[src/rtl/dcache_line_reader.sv]
// Reads one 32-byte line out of a byte-wide line RAM and writes it to the
// memory bus as eight little-endian 32-bit words, words 0..7 in order.
module dcache_line_reader #(
   parameter int ADDR_W = 32
) (
   input  logic              clk,
   input  logic              reset_n,
   input  logic              start,
   input  logic [ADDR_W-1:0] line_addr,
   output logic              busy,
   output logic              done,
   output logic [4:0]        ram_raddr,
   input  logic [7:0]        ram_dataout,
   output logic              mem_valid,
   input  logic              mem_ready,
   output logic [ADDR_W-1:0] mem_addr,
   output logic [31:0]       mem_wdata
);

   typedef enum logic [1:0] {
      IDLE   = 2'd0,
      GATHER = 2'd1,
      SEND   = 2'd2,
      DONE   = 2'd3
   } state_t;

   state_t            state;
   state_t            state_nxt;
   logic [ADDR_W-6:0] line_tag;
   logic [2:0]        word_idx;
   logic [1:0]        byte_idx;

   // NOTE: registers use non-blocking assignments so every flop samples pre-edge values.
   always_ff @(posedge clk or negedge reset_n) begin
      if (!reset_n) begin
         state <= IDLE;
      end else begin
         state <= state_nxt;
      end
   end

   // NOTE: every signal driven in always_comb gets a default first, so no path can infer a latch.
   always_comb begin
      state_nxt = state;
      case (state)
         IDLE:    if (start) state_nxt = GATHER;
         GATHER:  if (byte_idx == 2'd3) state_nxt = SEND;
         SEND:    if (mem_ready) state_nxt = (word_idx == 3'd7) ? DONE : GATHER;
         DONE:    state_nxt = IDLE;
         default: state_nxt = IDLE;
      endcase
   end

   always_comb begin
      busy      = (state != IDLE);
      done      = (state == DONE);
      mem_valid = (state == SEND);
      ram_raddr = (state == GATHER) ? {word_idx, byte_idx} : 5'd0;
   end

   // The counters only move in GATHER and on an accepted SEND, so the word stays put while stalled.
   always_ff @(posedge clk or negedge reset_n) begin
      if (!reset_n) begin
         line_tag  <= '0;
         word_idx  <= '0;
         byte_idx  <= '0;
         mem_wdata <= '0;
      end else begin
         case (state)
            IDLE: begin
               if (start) begin
                  line_tag <= line_addr[ADDR_W-1:5];
                  word_idx <= '0;
                  byte_idx <= '0;
               end
            end
            GATHER: begin
               mem_wdata[{byte_idx, 3'b000} +: 8] <= ram_dataout;
               byte_idx <= byte_idx + 2'd1;
            end
            SEND: begin
               if (mem_ready && (word_idx != 3'd7)) word_idx <= word_idx + 3'd1;
            end
            default: ;
         endcase
      end
   end

   assign mem_addr = {line_tag, word_idx, 2'b00};

endmodule

[config.mk]
export PLATFORM = sky130hd
export DESIGN_NAME = dcache_line_reader
export DESIGN_NICKNAME = d
export VERILOG_FILES = /design/src/rtl/dcache_line_reader.sv
export SDC_FILE = /design/constraint.sdc
export NUM_CORES = 1
export LEC_CHECK = 0
export ABC_AREA = 1
export BUFFER_PORTS_ARGS = -buffer_cell sky130_fd_sc_hd__buf_4
export CAP_MARGIN = 20
export CORE_AREA = 2 2 94 96
export DETAILED_ROUTE_END_ITERATION = 16
export DIE_AREA = 0 0 96 98
export SLEW_MARGIN = 20
export SYNTH_ARGS = -nofsm -noshare
export SYNTH_HDL_FRONTEND = slang
export SYNTH_SLANG_ARGS = --single-unit
[constraint.sdc]
create_clock -name clk -period 4.7 [get_ports clk]
set_input_delay 0.235 -clock clk [delete_from_list [all_inputs] [get_ports clk]]
set_output_delay 0.235 -clock clk [all_outputs]
set_load 0.05 [all_outputs]
# Word-level counts from Yosys, hierarchy flattened

Index checks and enable logic that the tools add are counted.
W data, S select, Z words.

Output and inout bits: 72
Register bits: 66
Logic and storage cells: 41
Bits of input ports: 44

Shift-type cells: 2
Multiplexer cells: 12
Add/subtract/negate cells: 3
Reduce and logical (&&, ||, !) cells: 9
Equality and inequality tests: 10

Operators by type and width:

| operator                 | number |
|---|---|
| $bwmux W32               | 1 |
| $shift A8 B7 Y32 const A | 1 |
| $shiftx A8 B7 Y32        | 1 |
| $mux W2                  | 5 |
| $pmux W2 S4              | 1 |
| $neg A5 Y7               | 1 |
| $eq A2 B2 Y1 const B     | 3 |
| $mux W3                  | 2 |
| $pmux W3 S2              | 1 |
| $reduce_and A3 Y1        | 2 |
| $reduce_bool A2 Y1       | 3 |
| $mux W5                  | 1 |
| $ne A2 B1 Y1 const B     | 2 |
| $ne A2 B2 Y1 const B     | 2 |
| $pmux W2 S2              | 1 |
| $reduce_and A2 Y1        | 2 |
| $add A3 B1 Y3 const B    | 1 |
| $eq A3 B3 Y1 const B     | 1 |
| $ne A3 B3 Y1 const B     | 1 |
| $add A2 B1 Y2 const B    | 1 |
| $eq A2 B1 Y1 const B     | 1 |
| $logic_not A2 Y1         | 1 |
| $logic_and A1 B1 Y1      | 1 |

# Logic depth before layout (Yosys ltp)

Word-level depth: 4
Mapped depth: 9
Gate-level depth less buffers: 9

# Worst setup path after synthesis

Ideal clock, no wire load.

Path kind: reg-to-reg
Start: register byte_idx[0]
End: register mem_wdata[0]
Period minus slack after synthesis: 1820 ps
Library setup time: 67 ps
Arrival: 1752 ps
Stages on the path, launching flop included: 6
Path slack: 2880 ps
Data required time: 4633 ps
Path buffers: 0
Path through: dfrtp_1 -> clkinv_1 -> ha_1 -> nor3_1 -> nand3_1 -> nand2_1

Longest elaborated chain between the ends: 3
Elaborated cells on any way between the ends: 4
Those cells by class: add/sub (1); shift (2); mux (1)

RTL lines:

| element                                               | line | source |
|---|---|---|
| start, declared                                       | 31   | `logic [1:0] byte_idx;` |
| start signal, assigned                                | 79   | `byte_idx <= byte_idx + 2'd1;` |
| $neg A5 Y7 (*)                                        | 78   | `mem_wdata[{byte_idx, 3'b000} +: 8] <= ram_dataout;` |
| $shiftx A8 B7 Y32 or $shift A8 B7 Y32 (tied branches) | 78   |  |
| $bwmux W32 (*)                                        | 78   |  |
| end signal, assigned by index                         | 78   |  |
| end, declared                                         | 17   | `output logic [31:0] mem_wdata` |

Mark *: on every way between the ends. The rest lies on a longest branch, timed or not.
A chain may end at the register's enable or synchronous reset.

# Worst setup path after layout

Start: register byte_idx[0]
End: register mem_wdata[6]

The elaborated chain is that of the path after synthesis.

==> qor.csv <==
metric;value;unit
Core ar.;0.00847;mm^2
Clock Sinks;66;
CTS tree;built;
total gr overflow;0;
detailed-route wire length;7090;um
Residual DRC;0;
RR Endpoint;mem_wdata[6]$_DFFE_PN0P_;
chip width;96;um
initial DRC count;92;
setup TNS;0;ns
post-CTS setup buffers;0;
most common cell after layout, fill and taps aside;nand2_1;
Design Area, Final;0.00401;mm^2
Die ar.;0.00941;mm^2
number of gates resized after cts;0;
Final Slew Violations;0;
vias in the first global route;2567;
Fmax;0.450;GHz
path depth of the worst reg2reg path;5;
Setup crit end kind;register;
Final min period;2.22;ns
reg2reg setup slack;2.48;ns
DR vias;2583;
HP Class;in -> async;
Total GRT Usage;16.3;%
Skew-Pair Late Insertion Delay;0.33;ns
Clock Path Buffers;2;
initial antenna violation count;0;
top post-synthesis cells by area;dfrtp_1 57%, nand2_1 19%, nand3_1 7.9%;
crit-path max FO;11;
H-tree level count;3;
Synth Cell Area;0.00290;mm^2
Ys Warns;0;
kind of critical path;reg -> reg;
Avg Cell Area, Syn;8.35;um^2
Worst-path clk slew;0.08;ns
antenna diode count;0;
final RePlAce weighted congestion;0.767;
status;finished, violations left;
Placed Area;0.00380;mm^2
Min Hold Slack;-0.00139;ns
Post-DP HPWL;5010;um
# setup viols final;0;
FP Rows;34;
Hold Violations, Final;2;
violated checks;hold timing;
pwr/cell area;830;mW/mm^2
WL/cell;12.4;um
first-pass GRT wire length;12000;um
CP required;4.97;ns
num ports;116;
commonest non-fill, non-tap cells in the layout;149 x nand2_1, 109 x buf_4, 66 x dfrtp_1, 46 x nand3_1, 30 x inv_1;
Port Buffers;108;
Worst Tran Pin Value;0.817;ns
max_slew headroom;45.6;%
peak supply drop;0.405;mV
synthesis-stage register bit count;66;
Syn Inst Count;347;
Area Overhead vs Synth;38.5;%
Leakage;2.32;nW
Yosys cell types;20;
Starting Density;34.2;%
period utilization;47.3;%
nets@finish;509;
reg2reg start;byte_idx[0]$_DFFE_PN0P_;
post-synthesis sequential area ratio;57.0;%
Num CTS Buffers;9;
Clock Tree Root;clkbuf_8;
Startpoint Class;register;
post-synth top area share;57.0;%
first-pass iteration count of the detailed router;4;
Final ANT Viol Nets;0;
setup repair after global routing missed its margin;false;
arrival time worst endpoint;2.49;ns
clk_skew;0.0102;ns
Hold-fix buffers, CTS;0;
Yosys top cell by area;dfrtp_1;
layout cells sized above 1;28.5;%
die height;98;um
largest net degree at the start of global routing;67;
vias per inst;4.52;
max_cap viols;0;
-- cells by family (layout without fill, tap and decap cells) --
group                    count (synthesis)  after routing  share of synthesized area (%)
adder cells (fa/ha/maj)                  7              7                           3.02
AND/OR/NAND/NOR                        218            218                           31.6
other                                    1              2                          0.129
AO/OA/AOI/OAI                           12             12                           2.12
flip-flops                              66             66                           57.0
buffers and inverters                   43            158                           6.13
-- critical path, stage by stage (launching register included) --
cell and delay, ns:
dfrtp_1 0.50, clkinv_1 0.33, ha_1 0.42, nor3_1 0.65, nand3_1 0.16, nand2_1 0.10
-- report_power, final --
| part | total, mW | switching (mW) | internal [mW] |
|---|---|---|---|
| Combinational | 1.89 | 1.37 | 0.517 |
| Sequential | 0.960 | 0.156 | 0.804 |
| Clock | 0.481 | 0.207 | 0.274 |
| Total | 3.33 | 1.74 | 1.59 |
-- registers in the layout, indices dropped and copies added, names as in the netlist --
name,cells
byte_idx,2
line_tag,27
mem_wdata,32
state,2
word_idx,3
-- per-stage QoR --
stage / power (mW) / std cells / setup slack [ns] / hold slack (ns) / utilization, %
6_report: 3.33 / 571 / 2.48 / -0.00139 / 47.4
5_1_grt: 3.56 / 571 / 2.25 / 0.0683 / 47.4
4_1_cts: 3.37 / 570 / 2.47 / 0.0318 / 47.2
3_5_place_dp: 2.87 / 554 / 2.49 / 0.400 / 44.9
3_3_place_gp: 2.85 / 554 / 2.49 / 0.400 / 44.9
2_1_floorplan: 2.29 / 348 / 2.88 / -0.0606 / -
-- layout make-up --
| type | count | area, um^2 |
|---|---|---|
| fillers | 848 | 4450 |
| flip-flops and latches | 66 | 1650 |
| multi-input cells | 239 | 1070 |
| repair buffers | 110 | 833 |
| clock buffers | 14 | 163 |
| well taps | 108 | 135 |
| inverters | 32 | 120 |
| clock inverters | 2 | 35.0 |
-- worst max path at each step --
stage	from	endpoint	slack, ns	cells past startpoint
2_1_floorplan	byte_idx[0]$_DFFE_PN0P_	mem_wdata[0]$_DFFE_PN0P_	2.88	5
3_3_place_gp	byte_idx[0]$_DFFE_PN0P_	mem_wdata[1]$_DFFE_PN0P_	2.49	5
3_5_place_dp	byte_idx[0]$_DFFE_PN0P_	mem_wdata[6]$_DFFE_PN0P_	2.49	5
4_1_cts	byte_idx[0]$_DFFE_PN0P_	mem_wdata[3]$_DFFE_PN0P_	2.47	5
5_1_grt	byte_idx[0]$_DFFE_PN0P_	mem_wdata[7]$_DFFE_PN0P_	2.25	5
6_report	byte_idx[0]$_DFFE_PN0P_	mem_wdata[6]$_DFFE_PN0P_	2.48	5
-- layer usage --
layer	share of wire, %	up-vias	global-route usage, %
met1	45	1194	21.6
met5	0	-	0
met2	46	86	25.1
met4	1.5	0	6.15
li1	-	1295	-
met3	7.9	8	4.71
-- synth_stat cells --
| master | instances |
|---|---|
| nor2_1 | 13 |
| nand2_1 | 149 |
| nand4_1 | 1 |
| o21ai_0 | 11 |
| nand3b_1 | 1 |
| buf_2 | 4 |
| inv_2 | 1 |
| ha_1 | 7 |
| dfrtp_1 | 66 |
| o22ai_1 | 1 |
| nor2_4 | 3 |
| buf_4 | 3 |
| conb_1 | 1 |
| nor2_2 | 1 |
| clkinv_1 | 1 |
| nand2_2 | 3 |
| nor3_1 | 1 |
| clkbuf_1 | 4 |
| inv_1 | 30 |
| nand3_1 | 46 |
Power figures use the tool's default switching activity.
